$ cat src/rtl/compositor_pkg.sv
// Shared types and colour constants for the layer compositor.
package compositor_pkg;

  typedef enum logic [1:0] {
    MODE_NORMAL      = 2'd0,
    MODE_FRIGHT      = 2'd1,
    MODE_LEVEL_CLEAR = 2'd2
  } comp_mode_t;

  localparam logic [23:0] C_PELLET = 24'hFFB7AE;
  localparam logic [23:0] C_MAZE   = 24'h2121FF;
  localparam logic [23:0] C_FRIGHT = 24'h2121FF;
  localparam logic [23:0] C_WHITE  = 24'hFFFFFF;
  localparam logic [23:0] C_BLACK  = 24'h000000;

  // Ghost colour: frightened blue, flashing white near the end of fright.
  function automatic logic [23:0] ghost_colour(input comp_mode_t  mode,
                                               input logic        ending,
                                               input logic        blink,
                                               input logic [23:0] normal);
    if (mode == MODE_FRIGHT) begin
      return (ending && blink) ? C_WHITE : C_FRIGHT;
    end
    return normal;
  endfunction

endpackage

$ cat src/rtl/sprite_hit.sv
// Circle hit test for one sprite: (x-cx)^2 + (y-cy)^2 <= r^2, exact in 23 bits.
module sprite_hit (
  input  logic [9:0] draw_x_i,
  input  logic [9:0] draw_y_i,
  input  logic [9:0] spr_x_i,
  input  logic [9:0] spr_y_i,
  input  logic [9:0] spr_r_i,
  input  logic       en_i,
  output logic       hit_o
);

  logic signed [10:0] dx, dy;
  logic [9:0]         adx, ady;
  logic [22:0]        dist_sq, rad_sq;

  // Squares are taken on magnitudes so the sum stays unsigned and untruncated.
  always_comb begin
    dx      = $signed({1'b0, draw_x_i}) - $signed({1'b0, spr_x_i});
    dy      = $signed({1'b0, draw_y_i}) - $signed({1'b0, spr_y_i});
    adx     = dx[10] ? 10'(-dx) : dx[9:0];
    ady     = dy[10] ? 10'(-dy) : dy[9:0];
    dist_sq = 23'(adx) * 23'(adx) + 23'(ady) * 23'(ady);
    rad_sq  = 23'(spr_r_i) * 23'(spr_r_i);
    hit_o   = en_i && (dist_sq <= rad_sq);
  end

endmodule

$ cat src/rtl/layer_compositor.sv
// Pipelined pixel compositor: sprites > pellet > power pellet > maze > black.
module layer_compositor
  import compositor_pkg::*;
#(
  parameter int unsigned NUM_SPRITES  = 5,
  parameter int unsigned ROM_LATENCY  = 1,
  parameter int unsigned H_RES        = 640,
  parameter int unsigned MAZE_X_MIN   = 16,
  parameter int unsigned BLINK_FRAMES = 16
) (
  input  logic                      clk_i,
  input  logic                      rst_i,
  input  logic                      frame_start_i,
  input  logic [9:0]                draw_x_i,
  input  logic [9:0]                draw_y_i,
  input  logic                      blank_i,
  input  logic [10*NUM_SPRITES-1:0] sprite_x_i,
  input  logic [10*NUM_SPRITES-1:0] sprite_y_i,
  input  logic [10*NUM_SPRITES-1:0] sprite_r_i,
  input  logic [NUM_SPRITES-1:0]    sprite_en_i,
  input  logic [24*NUM_SPRITES-1:0] sprite_rgb_i,
  input  logic                      pellet_on_i,
  input  logic                      power_on_i,
  input  logic [1:0]                mode_req_i,
  input  logic                      fright_ending_i,
  output logic [18:0]               maze_rom_addr_o,
  input  logic                      maze_rom_data_i,
  output logic [7:0]                red_o,
  output logic [7:0]                green_o,
  output logic [7:0]                blue_o
);

  // Flag vector layout: {hits, pellet, power, blank, x_past_maze_min}
  localparam int unsigned FlagW = NUM_SPRITES + 4;
  localparam int unsigned CntW  = (BLINK_FRAMES > 1) ? $clog2(BLINK_FRAMES) : 1;

  logic [NUM_SPRITES-1:0] hit;
  logic [FlagW-1:0]       flags_in, flags_dly;
  logic [FlagW-1:0]       dly_q [ROM_LATENCY];

  comp_mode_t             mode_q, mode_d;
  logic [CntW-1:0]        frame_cnt_q, frame_cnt_d;
  logic                   blink_q, blink_d;
  logic [23:0]            rgb_q, rgb_d;

  for (genvar i = 0; i < NUM_SPRITES; i++) begin : g_hit
    sprite_hit u_sprite_hit (
      .draw_x_i (draw_x_i),
      .draw_y_i (draw_y_i),
      .spr_x_i  (sprite_x_i[10*i +: 10]),
      .spr_y_i  (sprite_y_i[10*i +: 10]),
      .spr_r_i  (sprite_r_i[10*i +: 10]),
      .en_i     (sprite_en_i[i]),
      .hit_o    (hit[i])
    );
  end

  // ROM address and stage-0 flag bundle.
  always_comb begin
    maze_rom_addr_o = 19'(draw_y_i) * 19'(H_RES) + 19'(draw_x_i);
    flags_in        = {hit, pellet_on_i, power_on_i, blank_i,
                       (draw_x_i > 10'(MAZE_X_MIN))};
  end

  // Delay flags by the ROM latency; a cleared blank bit keeps reset refill black.
  always_ff @(posedge clk_i or posedge rst_i) begin
    if (rst_i) begin
      for (int i = 0; i < int'(ROM_LATENCY); i++) dly_q[i] <= '0;
    end else begin
      dly_q[0] <= flags_in;
      for (int i = 1; i < int'(ROM_LATENCY); i++) dly_q[i] <= dly_q[i-1];
    end
  end

  assign flags_dly = dly_q[ROM_LATENCY-1];

  // Frame-synchronous mode latch and blink counter.
  always_comb begin
    mode_d      = mode_q;
    frame_cnt_d = frame_cnt_q;
    blink_d     = blink_q;
    if (frame_start_i) begin
      case (mode_req_i)
        2'd1:    mode_d = MODE_FRIGHT;
        2'd2:    mode_d = MODE_LEVEL_CLEAR;
        default: mode_d = MODE_NORMAL;
      endcase
      if (frame_cnt_q == CntW'(BLINK_FRAMES - 1)) begin
        frame_cnt_d = '0;
        blink_d     = ~blink_q;
      end else begin
        frame_cnt_d = frame_cnt_q + 1'b1;
      end
    end
  end

  // Frame state registers.
  always_ff @(posedge clk_i or posedge rst_i) begin
    if (rst_i) begin
      mode_q      <= MODE_NORMAL;
      frame_cnt_q <= '0;
      blink_q     <= 1'b0;
    end else begin
      mode_q      <= mode_d;
      frame_cnt_q <= frame_cnt_d;
      blink_q     <= blink_d;
    end
  end

  // Layer priority mux; lower layers first so higher ones overwrite.
  always_comb begin
    rgb_d = C_BLACK;
    if (maze_rom_data_i && flags_dly[0]) begin
      rgb_d = (mode_q == MODE_LEVEL_CLEAR && blink_q) ? C_WHITE : C_MAZE;
    end
    if (flags_dly[2] && !blink_q) rgb_d = C_PELLET;
    if (flags_dly[3])             rgb_d = C_PELLET;
    for (int i = int'(NUM_SPRITES) - 1; i >= 0; i--) begin
      if (flags_dly[4 + i]) begin
        if (i == 0) rgb_d = sprite_rgb_i[23:0];
        else        rgb_d = ghost_colour(mode_q, fright_ending_i, blink_q,
                                         sprite_rgb_i[24*i +: 24]);
      end
    end
    if (!flags_dly[1]) rgb_d = C_BLACK;
  end

  // Registered colour output.
  always_ff @(posedge clk_i or posedge rst_i) begin
    if (rst_i) rgb_q <= C_BLACK;
    else       rgb_q <= rgb_d;
  end

  assign red_o   = rgb_q[23:16];
  assign green_o = rgb_q[15:8];
  assign blue_o  = rgb_q[7:0];

endmodule

$ cat config.mk
export PLATFORM = sky130hd
export DESIGN_NAME = layer_compositor
export DESIGN_NICKNAME = d
export VERILOG_FILES = /design/src/rtl/compositor_pkg.sv /design/src/rtl/sprite_hit.sv /design/src/rtl/layer_compositor.sv
export SDC_FILE = /design/constraint.sdc
export NUM_CORES = 2
export LEC_CHECK = 0
export ABC_CLOCK_PERIOD_IN_PS = 3660
export CORE_UTILIZATION = 55
export DETAILED_ROUTE_END_ITERATION = 6
export GPL_ROUTABILITY_DRIVEN = 0
export PLACE_DENSITY_LB_ADDON = 0.3
export SLEW_MARGIN = 5
export SYNTH_ARGS = -nofsm -noshare
export SYNTH_HDL_FRONTEND = slang
export SYNTH_SLANG_ARGS = --single-unit
$ cat constraint.sdc
create_clock -name clk_i -period 3.66 [get_ports clk_i]
set_clock_uncertainty 0.15 [all_clocks]
set_input_delay 0.366 -clock clk_i [delete_from_list [all_inputs] [get_ports clk_i]]
set_output_delay 0.366 -clock clk_i [all_outputs]
set_load 0.01 [all_outputs]
## After elaboration in Yosys (flattened, before gate mapping)

Cells that the tools add are included.

| word-level totals | value |
|---|---|
| input bits | 305 |
| register bits after elaboration | 40 |
| logic and storage cells | 104 |
| output and inout bits | 43 |

| operators by class | value |
|---|---|
| equality and inequality tests | 5 |
| bitwise logic cells | 1 |
| $mul | 16 |
| reductions and logical operators | 11 |
| order comparisons | 6 |
| add/subtract/negate cells | 27 |
| mux-type cells | 33 |

Operator list:

| operator | count |
|---|---|
| $mux 24 | 16 |
| $mul 10x10->20 | 15 |
| $le 23x20->1 | 5 |
| $sub 10x10->11 | 10 |
| $add 20x20->21 | 5 |
| $mux 10 | 10 |
| $neg 10->10 | 10 |
| $add 19x10->19 | 1 |
| $mul 10x3->12 const B | 1 |
| $gt 10x5->1 const B | 1 |
| $logic_and 1x1->1 | 9 |
| $mux 1 | 5 |
| $add 4x1->4 const B | 1 |
| $eq 2x1->1 const B | 2 |
| $eq 2x2->1 const B | 2 |
| $eq 4x4->1 const B | 1 |
| $mux 4 | 1 |
| $pmux 2 s2 | 1 |
| $reduce_and 2->1 | 1 |
| $logic_not 1->1 | 1 |
| $not 1->1 | 1 |

## Logic depth before layout (Yosys ltp)

| depth | value |
|---|---|
| word-level depth | 12 |
| mapped depth | 45 |
| mapped depth without buffers | 44 |

## Hierarchy

From an unflattened synthesis, not the netlist that was laid out.

| second synthesis, totals | value |
|---|---|
| cells, all modules | 6132 |
| area, all modules | 53039.6 µm² |

By module, submodules not included:

| module | area an instance (µm²) | cells an instance | times used | sequential area each (µm²) |
|---|---|---|---|---|
| sprite_hit at g_hit[3].u_sprite_hit | 10092.2 | 1156 | 1 | 0.0 |
| sprite_hit at g_hit[2].u_sprite_hit | 9997.1 | 1158 | 1 | 0.0 |
| sprite_hit at g_hit[4].u_sprite_hit | 9955.8 | 1149 | 1 | 0.0 |
| sprite_hit at g_hit[1].u_sprite_hit | 9786.9 | 1129 | 1 | 0.0 |
| sprite_hit at g_hit[0].u_sprite_hit | 9775.6 | 1122 | 1 | 0.0 |
| layer_compositor | 3432.0 | 418 | 1 | 1001.0 |

## Worst setup path before layout

OpenSTA, ideal clock, no wires.

| timing path | value |
|---|---|
| path kind | input to register |
| from | in draw_x_i[0] |
| to | reg dly_q[4] (netlist bit) |
| stages on the path | 37 |
| arrival | 9.553 ns |
| setup time | 0.099 ns |
| path buffers | 0 |
| setup slack | -6.142 ns |
| required time | 3.411 ns |
| cells stage by stage | inv_1 > ha_1 > inv_1 > fa_1 > a21o_1 > a21oi_1 > o21ai_0 > a221o_1 > a21oi_2 > o21ai_0 > xnor2_1 > nor2_1 > fa_1 > fa_1 > fa_1 > inv_1 > fa_1 > inv_1 > fa_1 > fa_1 > fa_1 > ha_1 > a21oi_1 > nor3b_1 > a211oi_1 > o31a_1 > or4_1 > a31o_2 > a21oi_1 > xnor2_1 > ha_1 > nand4_1 > nor3_1 > nand3_1 > o21ai_0 > o21ai_0 > a311oi_1 |

| on the way | value |
|---|---|
| word-level cells in the longest chain between the ends | 7 |

RTL lines:

| element | RTL line | text |
|---|---|---|
| start: declaration | layer_compositor.sv:14 | `input logic [9:0] draw_x_i,` |
| $sub 10x10->11 (*) | sprite_hit.sv:18 | `dx = $signed({1'b0, draw_x_i}) - $signed({1'b0, spr_x_i});` |
| $neg 10->10 | sprite_hit.sv:20 | `adx = dx[10] ? 10'(-dx) : dx[9:0];` |
| $mux 10 (*) | sprite_hit.sv:20 |  |
| $mul 10x10->20 (*) | sprite_hit.sv:22 | `dist_sq = 23'(adx) * 23'(adx) + 23'(ady) * 23'(ady);` |
| $add 20x20->21 (*) | sprite_hit.sv:22 |  |
| $le 23x20->1 (*) | sprite_hit.sv:24 | `hit_o = en_i && (dist_sq <= rad_sq);` |
| $logic_and 1x1->1 (*) | sprite_hit.sv:24 |  |
| named net flags_in[4] | layer_compositor.sv:38 | `logic [FlagW-1:0] flags_in, flags_dly;` |
| end: declaration | layer_compositor.sv:39 | `logic [FlagW-1:0] dly_q [ROM_LATENCY];` |

The timed path passes the listed nets; every way through them passes the cells marked *.
A chain may end at the register's enable or synchronous reset.

## Final worst setup path

| timing path | value |
|---|---|
| from | in sprite_x_i[32] |
| to | reg dly_q[7] (netlist bit) |

| on the way | value |
|---|---|
| word-level cells in the longest chain between the ends | 7 |

RTL lines:

| element | RTL line | text |
|---|---|---|
| start: declaration | layer_compositor.sv:17 | `input logic [10*NUM_SPRITES-1:0] sprite_x_i,` |
| $sub 10x10->11 (*) | sprite_hit.sv:18 |  |
| $neg 10->10 | sprite_hit.sv:20 |  |
| $mux 10 (*) | sprite_hit.sv:20 |  |
| $mul 10x10->20 (*) | sprite_hit.sv:22 |  |
| $add 20x20->21 (*) | sprite_hit.sv:22 |  |
| $le 23x20->1 (*) | sprite_hit.sv:24 |  |
| $logic_and 1x1->1 (*) | sprite_hit.sv:24 |  |
| named net flags_in[7] | layer_compositor.sv:38 |  |

Marked as above.

==> results.md <==
- Detailed-route DRC error count: 0
- Hold buffers post-CTS: 0
- IO Count: 348
- Clk_lat worst skew: 0.33 ns
- CP startpoint: sprite_x_i[32]
- RSZ-0062 raised after global routing: true
- GR peak layer: met2
- Delay-heaviest family, CP: adder cells
- Clock tree buffer depth: 2
- Failing checks: setup timing
- CTS tree: yes
- Top cell by count, worst path: fa_1
- Critical path's largest stage delay: 0.57 ns
- Initial antenna violation count: 11
- Fmax: 105 MHz
- Syn Inst Count: 6161
- # rows: 112
- Hpwl dp: 132000 µm
- GR Util met1: 39.2%
- Fraction of registers with async set/reset: 100%
- Post-layout nets: 9943
- Hold slack: 0.220 ns
- CP Launch Type: input port
- R2r setup slk: 0.92 ns
- R2R depth: 8
- CP max stage cell: fa_1
- CP Data Required Time: 3.74 ns
- Routed wire per std cell: 17.1 µm
- Gr ovfl total: 0
- Commonest non-fill, non-tap cell in the layout: buf_4
- Syn Area/Cell: 8.51 µm²
- Worst R2R End: rgb_q[16]
- Clock-pin slew on the worst setup and hold paths: 0.09 ns
- Final setup margin: -5.89 ns
- Die footprint: 96600 µm²
- Worst-Margin Slew: 0.828 ns
- CTS Sinks: 40
- Area of the mapped netlist: 52400 µm²
- CP Capture Type: flop
- Vias post-DR: 48.8k
- Synth Flop Type: dfrtp_1
- Initial Utilization: 55.9%
- Most frequent cells in the layout: buf_4, inv_1, fa_1, ha_1, nor2_1
- Met3 Use GR: 5.39%
- Post-synth EDFFs: 0
- Class of the worst hold path: input port to asynchronous set/reset pin
- Met2 Usage GRT: 55.8%
- Share of layout cells above drive strength 1: 25.8%
- Cts bufs inserted: 5
- Final-report hold violation count: 0
- Crit path to: dly_q[7]
- First-pass GRT wire length: 250000 µm
- CP bufs+invs: 7
- Layout area overhead: 34.7%
- Root buffer cell: clkbuf_16
- WP depth: 36
- Worst Setup Slack post-DPL: -6.75 ns
- Total GRT Usage: 31.6%
- Synth Warn #: 0
- Final setup vio count: 5
- DRT iter0 DRCs: 2799
- Routed Antenna Nets: 0
- Port bufs: 347
- Synth unique cells: 84
- Die Ht: 311 µm
- Max-slew violation count: 0
- Post-synthesis sequential area ratio: 1.91%
- Minimum clock period: 9.55 ns
- #FFs+latches synth: 40
- MaxCap Viol Count: 0
- Router iterations before antenna repair: 5
- Critical path class: input port to flop
- Slew headroom: 44.8%
- Vias in the first global route: 52.2k
- Final TNS setup: -28.73 ns
- Drt total wl: 156000 µm
- Reg-to-reg startpoint: dly_q[8]
- Final period util: 261%
- Crit-path max FO: 5
- Fill cells: 6403
- Largest net degree at the start of global routing: 86
- Die X-Extent: 311 µm
- Via density: 5.35
- Syn_nets: 8241
- Crit path arrival time: 9.63 ns
- Status: complete, but fails checks
- Core box area: 93900 µm²
- Htree depth: 2
## timing repair
item,in CTS,in global routing
setup buffers,44,55
endpoints found under the setup margin,13,9
gates resized for setup,244,230
endpoints found under the hold margin,0,0
pin swaps,113,213
gates cloned,1,1
## Yosys cell counts (all sizes together) (15+ instances only)
cell type	instances	area share, %
or3	30	0.36
fa	893	34
or2	100	1.2
clkbuf	118	0.84
o21ai	231	2.2
mux2	29	0.63
dfrtp	40	1.9
nor2b	72	0.86
o21a	55	0.79
o31ai	33	0.47
and2	172	2.1
and3	22	0.26
buf	15	0.17
o21bai	21	0.30
xor2	136	2.3
a21oi	222	2.1
inv	1384	9.9
o41ai	16	0.35
a211oi	32	0.46
nor4	15	0.18
nand4	21	0.25
a21o	68	0.97
nand3	59	0.56
nand2b	116	1.4
xnor2	246	4.1
a31oi	33	0.39
ha	882	21
nor2	498	3.6
nand2	328	2.3
nor3	96	0.93
## worst min path at each step
stage	from	endpoint	slack [ns]	cells after the start
5_1_grt	rst_i	rgb_q[5]	0.24	2
4_1_cts	rst_i	rgb_q[5]	0.22	2
2_1_floorplan	blank_i	dly_q[1]	0.25	0
3_3_place_gp	blink_q	blink_q	0.34	1
6_report	rst_i	rgb_q[5]	0.22	2
3_5_place_dp	blink_q	blink_q	0.35	1
## stage by stage
step	area [µm²]	util, %	instances
after global placement	68200	72.6	9015
after CTS	69300	73.8	9067
after global routing	70700	75.2	9120
after detailed placement	68200	72.6	9015
after floorplan	53200	-	6161
final	70700	75.3	9124
## layout make-up
| class | count | area (µm²) | share of cell area, % |
|---|---|---|---|
| Sequential cell | 40 | 1000 | 1.42 |
| Tap cell | 1254 | 1570 | 2.22 |
| Clock buffer | 5 | 125 | 0.177 |
| Inverter | 1386 | 5240 | 7.41 |
| Timing Repair Buffer | 1826 | 14800 | 20.9 |
| Antenna cell | 6 | 15.0 | 0.0212 |
| Clock inverter | 3 | 47.5 | 0.0673 |
| Multi-Input combinational cell | 4604 | 47900 | 67.8 |
## metal layers
metal | up-vias | wire [µm]
met5 | - | 83
met2 | 1657 | 76400
li1 | 22900 | -
met3 | 435 | 12000
met1 | 23800 | 61600
met4 | 14 | 5820
## worst register-to-register path, cell delays in order, from the launching register on
cell and delay (ns):
dfrtp_1 0.73, a211oi_1 0.15, nand2_1 0.39, o21ai_0 0.17, mux2_2 0.28, o21ai_0 0.37, o21ai_0 0.14, o21ai_0 0.15
and2_1 0.14
## kinds of logic (layout without fill, tap and decap cells)
family                     Yosys count  count (layout)  share of synthesized area, %
AOI/OAI and AO/OA                  833             835                          10.1
xor gates and xnor gates           384             384                          6.48
and+or+nand+nor                   1574            1574                          14.7
other                                0               6                             0
DFF                                 40              40                          1.91
muxes                               36              36                         0.763
adders and majority gates         1775            1775                          55.1
buffers and inverters             1519            3220                          10.9
## sequential cells by signal, indices dropped and copies added (netlist names)
register / cells
dly_q: 9
blink_q: 1
frame_cnt_q: 4
mode_q: 2
rgb_q: 24
Power is not shown: default switching activity piles up to over one toggle a cycle in this logic, so the estimate is an artifact.
